### config.mk
export PLATFORM = sky130hd
export DESIGN_NAME = uart_tx_buffer
export DESIGN_NICKNAME = d
export VERILOG_FILES = /design/src/rtl/uart_tx_buffer.sv
export SDC_FILE = /design/constraint.sdc
export NUM_CORES = 1
export LEC_CHECK = 0
export CAP_MARGIN = 10
export CORE_MARGIN = 2
export CORE_UTILIZATION = 55
export DETAILED_ROUTE_END_ITERATION = 7
export PLACE_DENSITY = 0.74
export SETUP_SLACK_MARGIN = 0.5
export SYNTH_ARGS = -nofsm -noshare
export SYNTH_HDL_FRONTEND = slang
export SYNTH_SLANG_ARGS = --single-unit
export TNS_END_PERCENT = 10
### constraint.sdc
create_clock -name clk -period 3.6 [get_ports clk]
set_input_delay 0.36 -clock clk [delete_from_list [all_inputs] [get_ports clk]]
set_output_delay 0.36 -clock clk [all_outputs]
set_load 0.05 [all_outputs]
### src/rtl/uart_tx_buffer.sv
// uart_tx_buffer: circular character FIFO between a receiver and a UART
// transmitter. Each received character is stored and handed to the
// transmitter one frame at a time. A single-cycle tx_start request is issued
// whenever the transmitter is idle and data is waiting. A sticky flag records
// any characters dropped because the buffer was full.
module uart_tx_buffer #(
  parameter int unsigned DATA_BITS  = 8,
  parameter int unsigned DEPTH_LOG2 = 4
) (
  input  logic                  clk,
  input  logic                  n_reset,
  input  logic                  in_valid,
  input  logic [DATA_BITS-1:0]  in_data,
  input  logic                  tx_ready,
  output logic                  tx_start,
  output logic [DATA_BITS-1:0]  tx_data,
  output logic [DEPTH_LOG2:0]   count,
  output logic                  empty,
  output logic                  full,
  output logic                  overflow,
  input  logic                  clear_overflow
);

  localparam int unsigned DEPTH = 1 << DEPTH_LOG2;
  localparam logic [DEPTH_LOG2:0] COUNT_FULL = (DEPTH_LOG2 + 1)'(DEPTH);

  typedef enum logic {
    IDLE,
    WAIT_BUSY
  } state_t;

  state_t                  state;
  logic [DATA_BITS-1:0]    mem [DEPTH];
  logic [DEPTH_LOG2-1:0]   wr_ptr;
  logic [DEPTH_LOG2-1:0]   rd_ptr;
  logic                    pop;
  logic                    push;
  logic                    drop;

  assign empty = (count == '0);
  assign full  = (count == COUNT_FULL);

  // The head character leaves on the same edge that raises tx_start.
  assign pop  = (state == IDLE) && tx_ready && !empty;
  // A pop in the same cycle frees the slot, so a full buffer can still accept.
  assign push = in_valid && (!full || pop);
  assign drop = in_valid && full && !pop;

  // Character storage; it needs no reset because count gates every read.
  always_ff @(posedge clk) begin
    if (push) begin
      mem[wr_ptr] <= in_data;
    end
  end

  // Pointer and occupancy bookkeeping; pointers wrap naturally at DEPTH.
  always_ff @(posedge clk or negedge n_reset) begin
    if (!n_reset) begin
      wr_ptr <= '0;
      rd_ptr <= '0;
      count  <= '0;
    end else begin
      if (push) begin
        wr_ptr <= wr_ptr + 1'b1;
      end
      if (pop) begin
        rd_ptr <= rd_ptr + 1'b1;
      end
      case ({push, pop})
        2'b10:   count <= count + 1'b1;
        2'b01:   count <= count - 1'b1;
        default: count <= count;
      endcase
    end
  end

  // Sticky drop flag; a drop in the same cycle as a clear keeps it set.
  always_ff @(posedge clk or negedge n_reset) begin
    if (!n_reset) begin
      overflow <= 1'b0;
    end else if (drop) begin
      overflow <= 1'b1;
    end else if (clear_overflow) begin
      overflow <= 1'b0;
    end
  end

  // Issue FSM: request one character, then wait for the transmitter to go busy.
  always_ff @(posedge clk or negedge n_reset) begin
    if (!n_reset) begin
      state    <= IDLE;
      tx_start <= 1'b0;
      tx_data  <= '0;
    end else begin
      tx_start <= 1'b0;
      case (state)
        IDLE: begin
          if (tx_ready && !empty) begin
            tx_start <= 1'b1;
            tx_data  <= mem[rd_ptr];
            state    <= WAIT_BUSY;
          end
        end
        WAIT_BUSY: begin
          if (!tx_ready) begin
            state <= IDLE;
          end
        end
        default: state <= IDLE;
      endcase
    end
  end

endmodule

# Word-level counts from Yosys, hierarchy flattened
# Memories as Yosys holds them, arrays and structs flattened. A register that Yosys moved wholly into a read port is not among the register bits.
# Cells that the tools add are included.
# word_totals
register_bits,16
ram_bits,128
input_bits,13
output_inout_bits,17
word_cells,39
n_memories,1
# classes
add_sub_neg,4
eq_ne,3
muxes,9
bitwise,1
reduce_logical,15
# mem_list
memory,depth,width,rd,rd_clocked_by_memory_dff,write_ports,line_no,rtl
mem,16,8,1,1,1,33,logic [DATA_BITS-1:0] mem [DEPTH];
# ops
cell,n
one-hot mux 5 bit (2 select lines),1
adder 4 x 1 -> 4 bit (second input constant),2
2-to-1 mux 1 bit,7
logical AND 1 bit,6
adder 5 x 1 -> 5 bit (second input constant),1
equality test 5 bit (second input constant),1
logical NOT 5 bit,1
subtractor 5 x 1 -> 5 bit (second input constant),1
logical NOT 1 bit,4
nonzero test 2 bit,2
equality test 2 x 1 -> 1 bit (second input constant),1
equality test 2 bit (second input constant),1
one-hot mux 1 bit (2 select lines),1
AND reduction 2 bit,1
logical OR 1 bit,1
inverter 1 bit,1

# Longest topological paths before layout
# logic_depth
depth_word,7
mapped_depth,13
mapped_depth_nobuf,10

# Least setup slack after synthesis
# Ideal clock, no wire load.
# synth_path
kind,reg-to-reg
startpoint,register count[1]
endpoint,register count[4]
setup_ps,105
t_arrival_ps,3208
t_required_ps,3495
slack_ps,287
path_stages_with_launch,13
n_path_buf,2
synth_period_minus_slack_ps,3313
path_cell_list,dfrtp_1 buf_6 or4_4 o31a_4 inv_2 ha_1 clkbuf_1 xor2_1 ha_1 o211a_1 o21ai_0 o41ai_1 nor4b_1
# synth_between
elab_chain_cells,7
elab_cells_between_ends,13
classes_between,2 x add/sub; 3 x eq/ne; 1 x mux; 7 x reduce/logical
# synth_rtl
item,line_no,rtl
start: declaration,17,"output logic [DEPTH_LOG2:0] count,"
start signal: assignment,70,2'b10: count <= count + 1'b1;
start signal: assignment,71,2'b01: count <= count - 1'b1;
start signal: assignment,72,default: count <= count;
logical NOT 5 bit,40,assign empty = (count == '0);
logical NOT 1 bit,44,assign pop = (state == IDLE) && tx_ready && !empty;
logical AND 1 bit,44,
logical OR 1 bit,46,assign push = in_valid && (!full || pop);
logical AND 1 bit,46,
equality test 2 x 1 -> 1 bit or equality test 2 bit (tied branches),69,"case ({push, pop})"
one-hot mux 5 bit (2 select lines) or nonzero test 2 bit (tied branches),-,
# Parallel ways exist; a longest one is shown, timed or not.
# A chain may end at the register's enable or synchronous reset.

# Worst setup path after layout
# Same ends and word-level chain as after synthesis.

==> run metrics <==
share of layout cells above drive strength 1=0.218; Setup crit start kind=flop; fmax=0.339 GHz; most frequent cells in the layout=edfxtp_1, mux4_2, clkdlybuf4s50_1; Synth warnings=0; RR Startpoint=count[1]; Syn Area/Cell=18.3 um^2; Synth Flop Type=edfxtp_1; first-pass iteration count of the detailed router=4; worst hold path class=reg2reg; post-CTS setup buffers=0; Starting Density=0.570; Setup Skew=0.0181 ns; vias=3161; Root Buffer=clkbuf_16; Leak=2.58 nW; total wire length=12000 um; Worst-path clk slew=0.06 ns; Clk Latency, worst-skew pair=0.42 ns; input/output buffers=29; Post-route DRC=0; routed vias/inst=5.92; gr usage total=0.214; first-pass GRT wire length=19300 um; Final ANT Viol Nets=0; vias in the first global route=3351; register area=4450 um^2; clock buffer depth=2; Core Box Area=10900 um^2; final hold violation count=0; Critical Path Sink=count[4]; Peak VDD IR=648 uV; nets@finish=403; Setup crit end kind=flop; RSZ-0062 raised after global routing=no; post-placement cell area=6710 um^2; Tmin final=2.95 ns; Worst Path Required=3.92 ns; Worst Path Max Fanout=10; Pwr per Cell Area=839 nW/um^2; filler instances=694; H-Tree Depth=4; Synth async-reset ratio=0.158; outcome=completed; Die Span X=110 um; initial antenna violation count=0; grt ovf=0; CTS Sinks=152; largest net degree at the start of global routing=25; final number of setup-violating endpoints=0; CTS buffer count=17; setup total negative slack=0 ns; Area growth, synth to finish=18.2%; io pins=30; Synth Instances=340; post-DP HPWL=7520 um; Post-synth EDFFs=128; R2R Path End=count[4]; Ant. Diodes=0; post-synth net total=362; Crit. Startpoint=count[1]; Cell Area, Synth=6230 um^2; FF-to-FF setup slack=0.65 ns; chip height=110 um; Rel. slew slack=0.257; total die area=12200 um^2; worst slew pin tran=1.11 ns; CTS Hold Bufs=0; post-synth cell types=41; post-route cell area=7360 um^2; period utilization=0.819; critical path class=reg2reg; Seq/Total Area, Yosys=0.714; TritonCTS clock tree=built; worst hold slack=0.515 ns; First DRT Iteration DRCs=328; WP data arrival=3.27 ns; Placement Rows=38; commonest non-fill, non-tap cell in the layout=edfxtp_1; multi-input logic area=1650 um^2; GP Congestion=0.737; worst reg2reg path depth=10; wire per inst=22.5 um; Max Transition Viols Final=0; maxcap violations=0; Synth Register Bits=152
==> report_power, final <==
group | internal, mW | leakage (nW) | total [mW] | switching, mW
Combinational | 0.853 | 0.829 | 1.74 | 0.885
Clock | 1.22 | 0.306 | 1.90 | 0.677
Sequential | 2.19 | 1.44 | 2.54 | 0.352
Total | 4.26 | 2.58 | 6.18 | 1.91
==> critical path, stage by stage, from the launching register on <==
cell	delay (ns)
dfrtp_2	0.47
or4_4	0.57
o31a_4	0.39
inv_2	0.14
ha_4	0.21
xor2_1	0.08
ha_1	0.21
o211a_1	0.23
o21ai_0	0.17
o41ai_1	0.12
nor4b_2	0.26
==> through the flow <==
stage / setup slack (ns) / instances / utilization / power, mW
detailed placement: 0.396 / 502 / 0.613 / 4.31
floorplan: 0.500 / 340 / - / 3.76
global route: 0.531 / 534 / 0.673 / 6.44
global placement: 0.565 / 502 / 0.613 / 4.26
finish: 0.652 / 534 / 0.673 / 6.18
CTS: 0.592 / 534 / 0.672 / 6.23
==> how the worst min path moves through the flow <==
stage / from / end / slack [ns] / cells past startpoint
final: tx_data[0] / tx_data[0] / 0.51 / 1
after floorplan: n_reset / count[0] / 0.06 / 0
after CTS: tx_data[0] / tx_data[0] / 0.52 / 1
after global routing: overflow / overflow / 0.54 / 1
after detailed placement: count[0] / count[0] / 0.51 / 1
after global placement: overflow / overflow / 0.48 / 1
==> cell usage after synthesis (2+ instances only) <==
| cell | count | area share |
|---|---|---|
| nand2b_1 | 2 | 0.0020 |
| nand2_1 | 9 | 0.0054 |
| buf_2 | 7 | 0.0056 |
| nor3b_1 | 3 | 0.0036 |
| nor2b_1 | 12 | 0.012 |
| ha_1 | 9 | 0.018 |
| buf_6 | 3 | 0.0054 |
| mux4_2 | 32 | 0.12 |
| xor2_1 | 3 | 0.0042 |
| edfxtp_1 | 128 | 0.62 |
| clkbuf_1 | 10 | 0.0060 |
| inv_1 | 10 | 0.0060 |
| a21oi_1 | 11 | 0.0088 |
| a22o_1 | 8 | 0.011 |
| xnor2_1 | 7 | 0.0098 |
| dfrtp_1 | 24 | 0.096 |
| mux2i_1 | 8 | 0.013 |
| nor4_1 | 4 | 0.0040 |
| nor2_1 | 9 | 0.0054 |
| inv_2 | 2 | 0.0012 |
| and2_1 | 8 | 0.0080 |
| o21ai_0 | 4 | 0.0032 |
| nand4_1 | 2 | 0.0020 |
| a211o_1 | 8 | 0.011 |
==> cell families (layout without fill, tap and decap cells) <==
family | after synthesis | in the layout | share of synthesized area
flip-flops | 152 | 152 | 0.714
AND/OR/NAND/NOR | 55 | 55 | 0.0510
multiplexers | 41 | 41 | 0.130
AO/OA/AOI/OAI | 40 | 40 | 0.0480
buffers and inverters | 33 | 87 | 0.0249
XOR/XNOR | 10 | 10 | 0.0141
adder cells (fa/ha/maj) | 9 | 9 | 0.0181
==> final cells by class <==
| type | instances | area share |
|---|---|---|
| Clock buffer | 18 | 0.0583 |
| Multi-Input combinational cell | 155 | 0.224 |
| Sequential cell | 152 | 0.605 |
| Timing Repair Buffer | 43 | 0.0554 |
| Tap cell | 140 | 0.0238 |
| Inverter | 12 | 0.00612 |
| Clock inverter | 14 | 0.0279 |
==> repair_timing <==
action	CTS	global route
resized for setup	2	2
hold endpoints to repair	0	0
setup endpoints to repair	1	1
gates cloned	0	0
pin swaps	0	0
==> routing by layer <==
| metal | wire length [um] | global-route usage | up-vias |
|---|---|---|---|
| li1 | - | - | 1419 |
| met1 | 4880 | 0.285 | 1616 |
| met2 | 6170 | 0.344 | 120 |
| met3 | 840 | 0.0538 | 6 |
| met4 | 127 | 0.0833 | 0 |
| met5 | 0 | 0 | - |
==> flip-flops by register name, summed over array words and instances, names as in the netlist <==
register / cells
tx_data: 8
tx_start: 1
state: 1
overflow: 1
mem: 128
rd_ptr: 4
wr_ptr: 4
count: 5
Note: power is estimated with default switching activity, not from simulation.
